`src/rtl/i2s_stereo_rx.sv`:
```
// i2s_stereo_rx: I2S master receiver for the stereo MEMS microphone pair.
// Generates SCK and WS from clk and shifts in i2s_sd. Each frame it keeps
// DATA_WIDTH MSB-aligned bits from the left and right slots and presents
// both samples together with a one-cycle data_valid strobe.
//
// state | meaning
// ------+---------------------------------------------------------------
// IDLE  | enable low: counters parked at 0, sck/ws low, outputs hold
// RUN   | counters free-run, slot bits shift in, strobe at frame end
module i2s_stereo_rx #(
  parameter int DATA_WIDTH = 16,
  parameter int SLOT_BITS  = 32,
  parameter int SCK_DIV    = 8
) (
  input  logic                  clk,
  input  logic                  reset,
  input  logic                  enable,
  input  logic                  i2s_sd,
  output logic                  i2s_sck,
  output logic                  i2s_ws,
  output logic [DATA_WIDTH-1:0] left_data_out,
  output logic [DATA_WIDTH-1:0] right_data_out,
  output logic                  data_valid
);

  localparam int DIV_W = $clog2(SCK_DIV);
  localparam int BIT_W = $clog2(2 * SLOT_BITS);

  localparam logic [DIV_W-1:0] DIV_LAST  = DIV_W'(SCK_DIV - 1);
  localparam logic [DIV_W-1:0] DIV_HALF  = DIV_W'(SCK_DIV / 2);
  localparam logic [BIT_W-1:0] BIT_LAST  = BIT_W'(2 * SLOT_BITS - 1);
  localparam logic [BIT_W-1:0] SLOT_LAST = BIT_W'(SLOT_BITS - 1);
  localparam logic [BIT_W-1:0] L_FIRST   = BIT_W'(1);
  localparam logic [BIT_W-1:0] L_LAST    = BIT_W'(DATA_WIDTH);
  localparam logic [BIT_W-1:0] R_FIRST   = BIT_W'(SLOT_BITS + 1);
  localparam logic [BIT_W-1:0] R_LAST    = BIT_W'(SLOT_BITS + DATA_WIDTH);

  // Reject parameter sets that would break the sampling point or slot layout.
  if (SCK_DIV < 4 || (SCK_DIV % 2) != 0) begin : g_bad_div
    $error("i2s_stereo_rx: SCK_DIV must be even and >= 4");
  end
  if (SLOT_BITS <= DATA_WIDTH) begin : g_bad_slot
    $error("i2s_stereo_rx: SLOT_BITS must exceed DATA_WIDTH");
  end

  typedef enum logic {
    IDLE = 1'b0,
    RUN  = 1'b1
  } state_t;

  state_t                state;
  logic [DIV_W-1:0]      div_cnt;
  logic [BIT_W-1:0]      bit_cnt;
  logic [DIV_W-1:0]      div_nxt;
  logic [BIT_W-1:0]      bit_nxt;
  logic                  sd_q;
  logic [DATA_WIDTH-1:0] left_sr;
  logic [DATA_WIDTH-1:0] right_sr;
  logic                  tick;
  logic                  frame_end;
  logic                  cap_left;
  logic                  cap_right;

  // Decode the capture/frame-end points and work out the next counter values.
  // A frame that reaches its last edge always completes, even if enable
  // drops on that same edge; otherwise enable low parks the counters at 0.
  always_comb begin
    tick      = (div_cnt == DIV_LAST);
    frame_end = (state == RUN) && tick && (bit_cnt == BIT_LAST);
    cap_left  = (state == RUN) && tick &&
                (bit_cnt >= L_FIRST) && (bit_cnt <= L_LAST);
    cap_right = (state == RUN) && tick &&
                (bit_cnt >= R_FIRST) && (bit_cnt <= R_LAST);
    div_nxt   = '0;
    bit_nxt   = '0;
    if (enable && !frame_end) begin
      if (tick) begin
        bit_nxt = bit_cnt + BIT_W'(1);
      end else begin
        div_nxt = div_cnt + DIV_W'(1);
        bit_nxt = bit_cnt;
      end
    end
  end

  // Sequencer: counters, registered SCK/WS, shift registers and output latch.
  // SCK and WS are registered from the next counter values so they leave the
  // block glitch-free and exactly aligned with div_cnt / bit_cnt.
  always_ff @(posedge clk or posedge reset) begin
    if (reset) begin
      state          <= IDLE;
      div_cnt        <= '0;
      bit_cnt        <= '0;
      sd_q           <= 1'b0;
      left_sr        <= '0;
      right_sr       <= '0;
      left_data_out  <= '0;
      right_data_out <= '0;
      data_valid     <= 1'b0;
      i2s_sck        <= 1'b0;
      i2s_ws         <= 1'b0;
    end else begin
      sd_q       <= i2s_sd;
      div_cnt    <= div_nxt;
      bit_cnt    <= bit_nxt;
      i2s_sck    <= (div_nxt >= DIV_HALF);
      i2s_ws     <= (bit_nxt > SLOT_LAST);
      data_valid <= frame_end;

      if (cap_left) begin
        left_sr <= {left_sr[DATA_WIDTH-2:0], sd_q};
      end
      if (cap_right) begin
        right_sr <= {right_sr[DATA_WIDTH-2:0], sd_q};
      end
      if (frame_end) begin
        left_data_out  <= left_sr;
        right_data_out <= right_sr;
      end

      case (state)
        IDLE: begin
          if (enable) begin
            state <= RUN;
          end
        end
        RUN: begin
          if (!enable) begin
            state <= IDLE;
          end
        end
        default: state <= IDLE;
      endcase
    end
  end

endmodule

```
`config.mk`:
```
export PLATFORM = sky130hd
export DESIGN_NAME = i2s_stereo_rx
export DESIGN_NICKNAME = d
export VERILOG_FILES = /design/src/rtl/i2s_stereo_rx.sv
export SDC_FILE = /design/constraint.sdc
export NUM_CORES = 1
export LEC_CHECK = 0
export CORE_ASPECT_RATIO = 1.1
export CORE_UTILIZATION = 43
export CTS_BUF_LIST = sky130_fd_sc_hd__clkbuf_8
export DETAILED_ROUTE_END_ITERATION = 8
export PLACE_DENSITY = 0.64
export SYNTH_ARGS = -nofsm -noshare
export SYNTH_HDL_FRONTEND = slang
export SYNTH_SLANG_ARGS = --single-unit
```
`constraint.sdc`:
```
create_clock -name clk -period 3.5 [get_ports clk]
set_input_delay 0.7 -clock clk [delete_from_list [all_inputs] [get_ports clk]]
set_output_delay 0.7 -clock clk [all_outputs]
set_load 0.005 [all_outputs]
```
==> results.py <==
metrics = {
    "run_status": {
        "outcome": "complete, no violations",
    },
    "logic_synthesis": {
        "ys_ff_latch": 76,
        "ys_seq_area_share_pct": 48.5,
        "ys_warn_count": 0,
        "yosys-top-cells-area": "dfrtp_1 49%, mux2_2 9.2%, o22ai_1 6.4%, nor2_1 4.7%, nor3_1 4.0%",
        "synth.most_common_cell": "dfrtp_1",
        "synth_top_cells_by_count": "76 x dfrtp_1, 49 x nor2_1, 40 x o22ai_1",
        "ys.flop_type": "dfrtp_1",
        "netlist_instances": 372,
        "synth_top_area_share_pct": 48.5,
        "synth_edf_count": 0,
        "netlist_area_sq_um": 3920,
        "netlist.top_cell.by_area": "dfrtp_1",
        "syn-num-nets": 381,
        "async_reset_ff_share_pct": 100,
        "syn_avg_cell_area_sq_um": 10.5,
        "ys_types": 43,
    },
    "placement": {
        "placed_area_sq_um": 4360,
        "dp_hpwl_um": 4850,
        "place_congestion": 0.744,
        "place.port_buffers": 38,
    },
    "die": {
        "dieArea_sq_um": 9500,
        "start_util_pct": 44.1,
        "die_h_um": 102,
        "rows": 36,
        "ios": 39,
        "core_sq_um": 8870,
        "die_x_um": 93.0,
    },
    "sta": {
        "hold_violations": 0,
        "slew_headroom_pct": 29.1,
        "setup_viol_count_final": 0,
        "skew_ns": 0.00885,
        "max_freq_ghz": 0.401,
        "worstMarginPinSlew_ns": 1.06,
        "fin_crit_sh_pct": 71.3,
        "timing.final.crit_period_ns": 2.50,
        "rsz0062_at_grt": "no",
        "tns_ns": 0,
        "slew_viol_final": 0,
    },
    "clock_tree": {
        "clock_sinks": 76,
        "cts_setup_buffers": 0,
        "clk_latency_ns": 0.35,
        "clock_path_buffers": 2,
        "clk_pin_slew_ns": 0.08,
        "htreeDepth": 3,
        "clockRootBuffer": "clkbuf_8",
        "tritoncts": "built",
        "ctsResizeCount": 0,
        "cts_buffers": 9,
        "ctsHoldBuffers": 0,
    },
    "critical_path": {
        "cp.arrival_ns": 2.75,
        "end_kind": "flip-flop",
        "critical_path_required_ns": 3.76,
        "worst-setup-path-type": "reg -> reg",
        "crit_fanout": 26,
        "start_kind": "flip-flop",
    },
    "layout": {
        "n_antenna_cell": 0,
        "drive_gt1_share_pct": 17.8,
        "syn_to_final_growth_pct": 15.3,
        "fin_area_sq_um": 4520,
        "utilization_pct": 50.9,
        "layout.nets": 409,
    },
    "route": {
        "routed_wl_um": 8000,
        "drt-met1-wl_um": 3900,
        "first_pass_iters": 4,
        "viasPerCell": 5.70,
        "dr.max_layer_used": "met4",
        "postRouteAntennaNets": 0,
        "dr.first_iter.drc_count": 196,
        "wl_met2_um": 3730,
        "wl_met3_um": 227,
        "drc": 0,
        "post_drt_wl_per_cell_um": 15.4,
        "vias": 2958,
    },
    "global_routing": {
        "grt_max_degree": 41,
        "grt_pass1_wl_um": 13600,
        "grt_pass1_vias": 2690,
        "antenna_found_initial": 0,
        "gr-usage-all-layers_pct": 18.3,
        "grt.overflow.total": 0,
    },
    "power_and_ir_drop": {
        "p_leak_nw": 1.92,
        "powerDensity_nw_per_um2": 332,
        "power_mw": 1.50,
        "ir_worst_vdd_mv": 0.155,
    },
    "hold_path": {
        "min_path_type": "reg -> reg",
    },
    "flow_run": {
        "maxCapViolations": 0,
    },
}
==> path summary, 6_finish.rpt <==
check                      slack, ns  cells past startpoint      endpoint  startpoint
setup reg to reg                1.00                      6  right_sr[15]  bit_cnt[0]
min in group asynchronous       0.82                      2    bit_cnt[0]       reset
hold reg to reg                 0.45                      1    div_cnt[0]  div_cnt[0]
setup / recovery                1.00                      6  right_sr[15]  bit_cnt[0]
hold / removal                  0.45                      1    div_cnt[0]  div_cnt[0]
max in group asynchronous       1.99                      3   left_sr[12]       reset
==> flip-flops by register name, indices dropped and copies added, names as in the netlist <==
register        count
left_data_out      16
left_sr            16
right_data_out     16
right_sr           16
bit_cnt             6
div_cnt             3
data_valid          1
sd_q                1
state               1
==> area by class of cell <==
class / count / area, sq um
Fill cell: 802 / 4360
Sequential cell: 76 / 1900
Multi-Input combinational cell: 262 / 1840
Timing Repair Buffer: 46 / 453
Tap cell: 114 / 143
Clock buffer: 9 / 124
Clock inverter: 7 / 37.5
Inverter: 5 / 18.8
==> per-stage QoR <==
step / hold slack (ns) / instances / setup slack, ns
after floorplan: 0.416 / 372 / 0.862
after global placement: 0.436 / 503 / 1.08
after global routing: 0.473 / 519 / 0.837
after detailed placement: 0.439 / 503 / 1.01
after CTS: 0.449 / 519 / 0.981
final: 0.448 / 519 / 1.00
==> where the power goes <==
group	internal, mW	switching (mW)	leakage (nW)	total (mW)
Sequential	0.883	0.00582	1.05	0.888
Clock	0.248	0.314	0.0928	0.562
Combinational	0.0180	0.0303	0.776	0.0483
Total	1.15	0.350	1.92	1.50
==> cell families after synthesis <==
family / synth area share, %
multiplexers: 9.45
flip-flops: 48.5
XOR/XNOR: 0.671
AND/OR/NAND/NOR: 15.5
buffers and inverters: 4.63
adder cells (fa/ha/maj): 1.60
AO/OA/AOI/OAI: 19.6
==> worst max-delay path: stages (launching register included) <==
cell and delay, ns:
dfrtp_1 0.44, inv_1 0.08, ha_1 0.17, or4b_1 0.92, nand2_4 0.39, o22ai_1 0.12, a211oi_1 0.26
==> layout by cell type, fill, tap and decap left out, types with 2 or more instances in the layout <==
master            n
nor2b_1           2
a211oi_2          9
o22ai_1          40
a21boi_1          3
nor2_1           49
and2_1            3
a21boi_0          9
o22ai_2           4
nand2b_1         14
xnor2_1           3
o21a_1           17
clkbuf_8          9
o21ai_0           3
inv_1             7
and3_1            2
nand2_1           5
mux2_2           32
nand3_1           2
a211oi_1         10
dfrtp_1          76
and3b_1           2
ha_1              5
nor3_1           31
buf_4             7
a21oi_1           3
clkinv_2          2
clkdlybuf4s50_1  38
==> routing by layer <==
| metal | up-vias | track usage [%] |
|---|---|---|
| li1 | 1417 | - |
| met1 | 1482 | 25.6 |
| met2 | 49 | 28.6 |
| met3 | 10 | 2.90 |
| met4 | 0 | 7.10 |
| met5 | - | 0 |
Note: power is estimated with default switching activity, not from simulation.
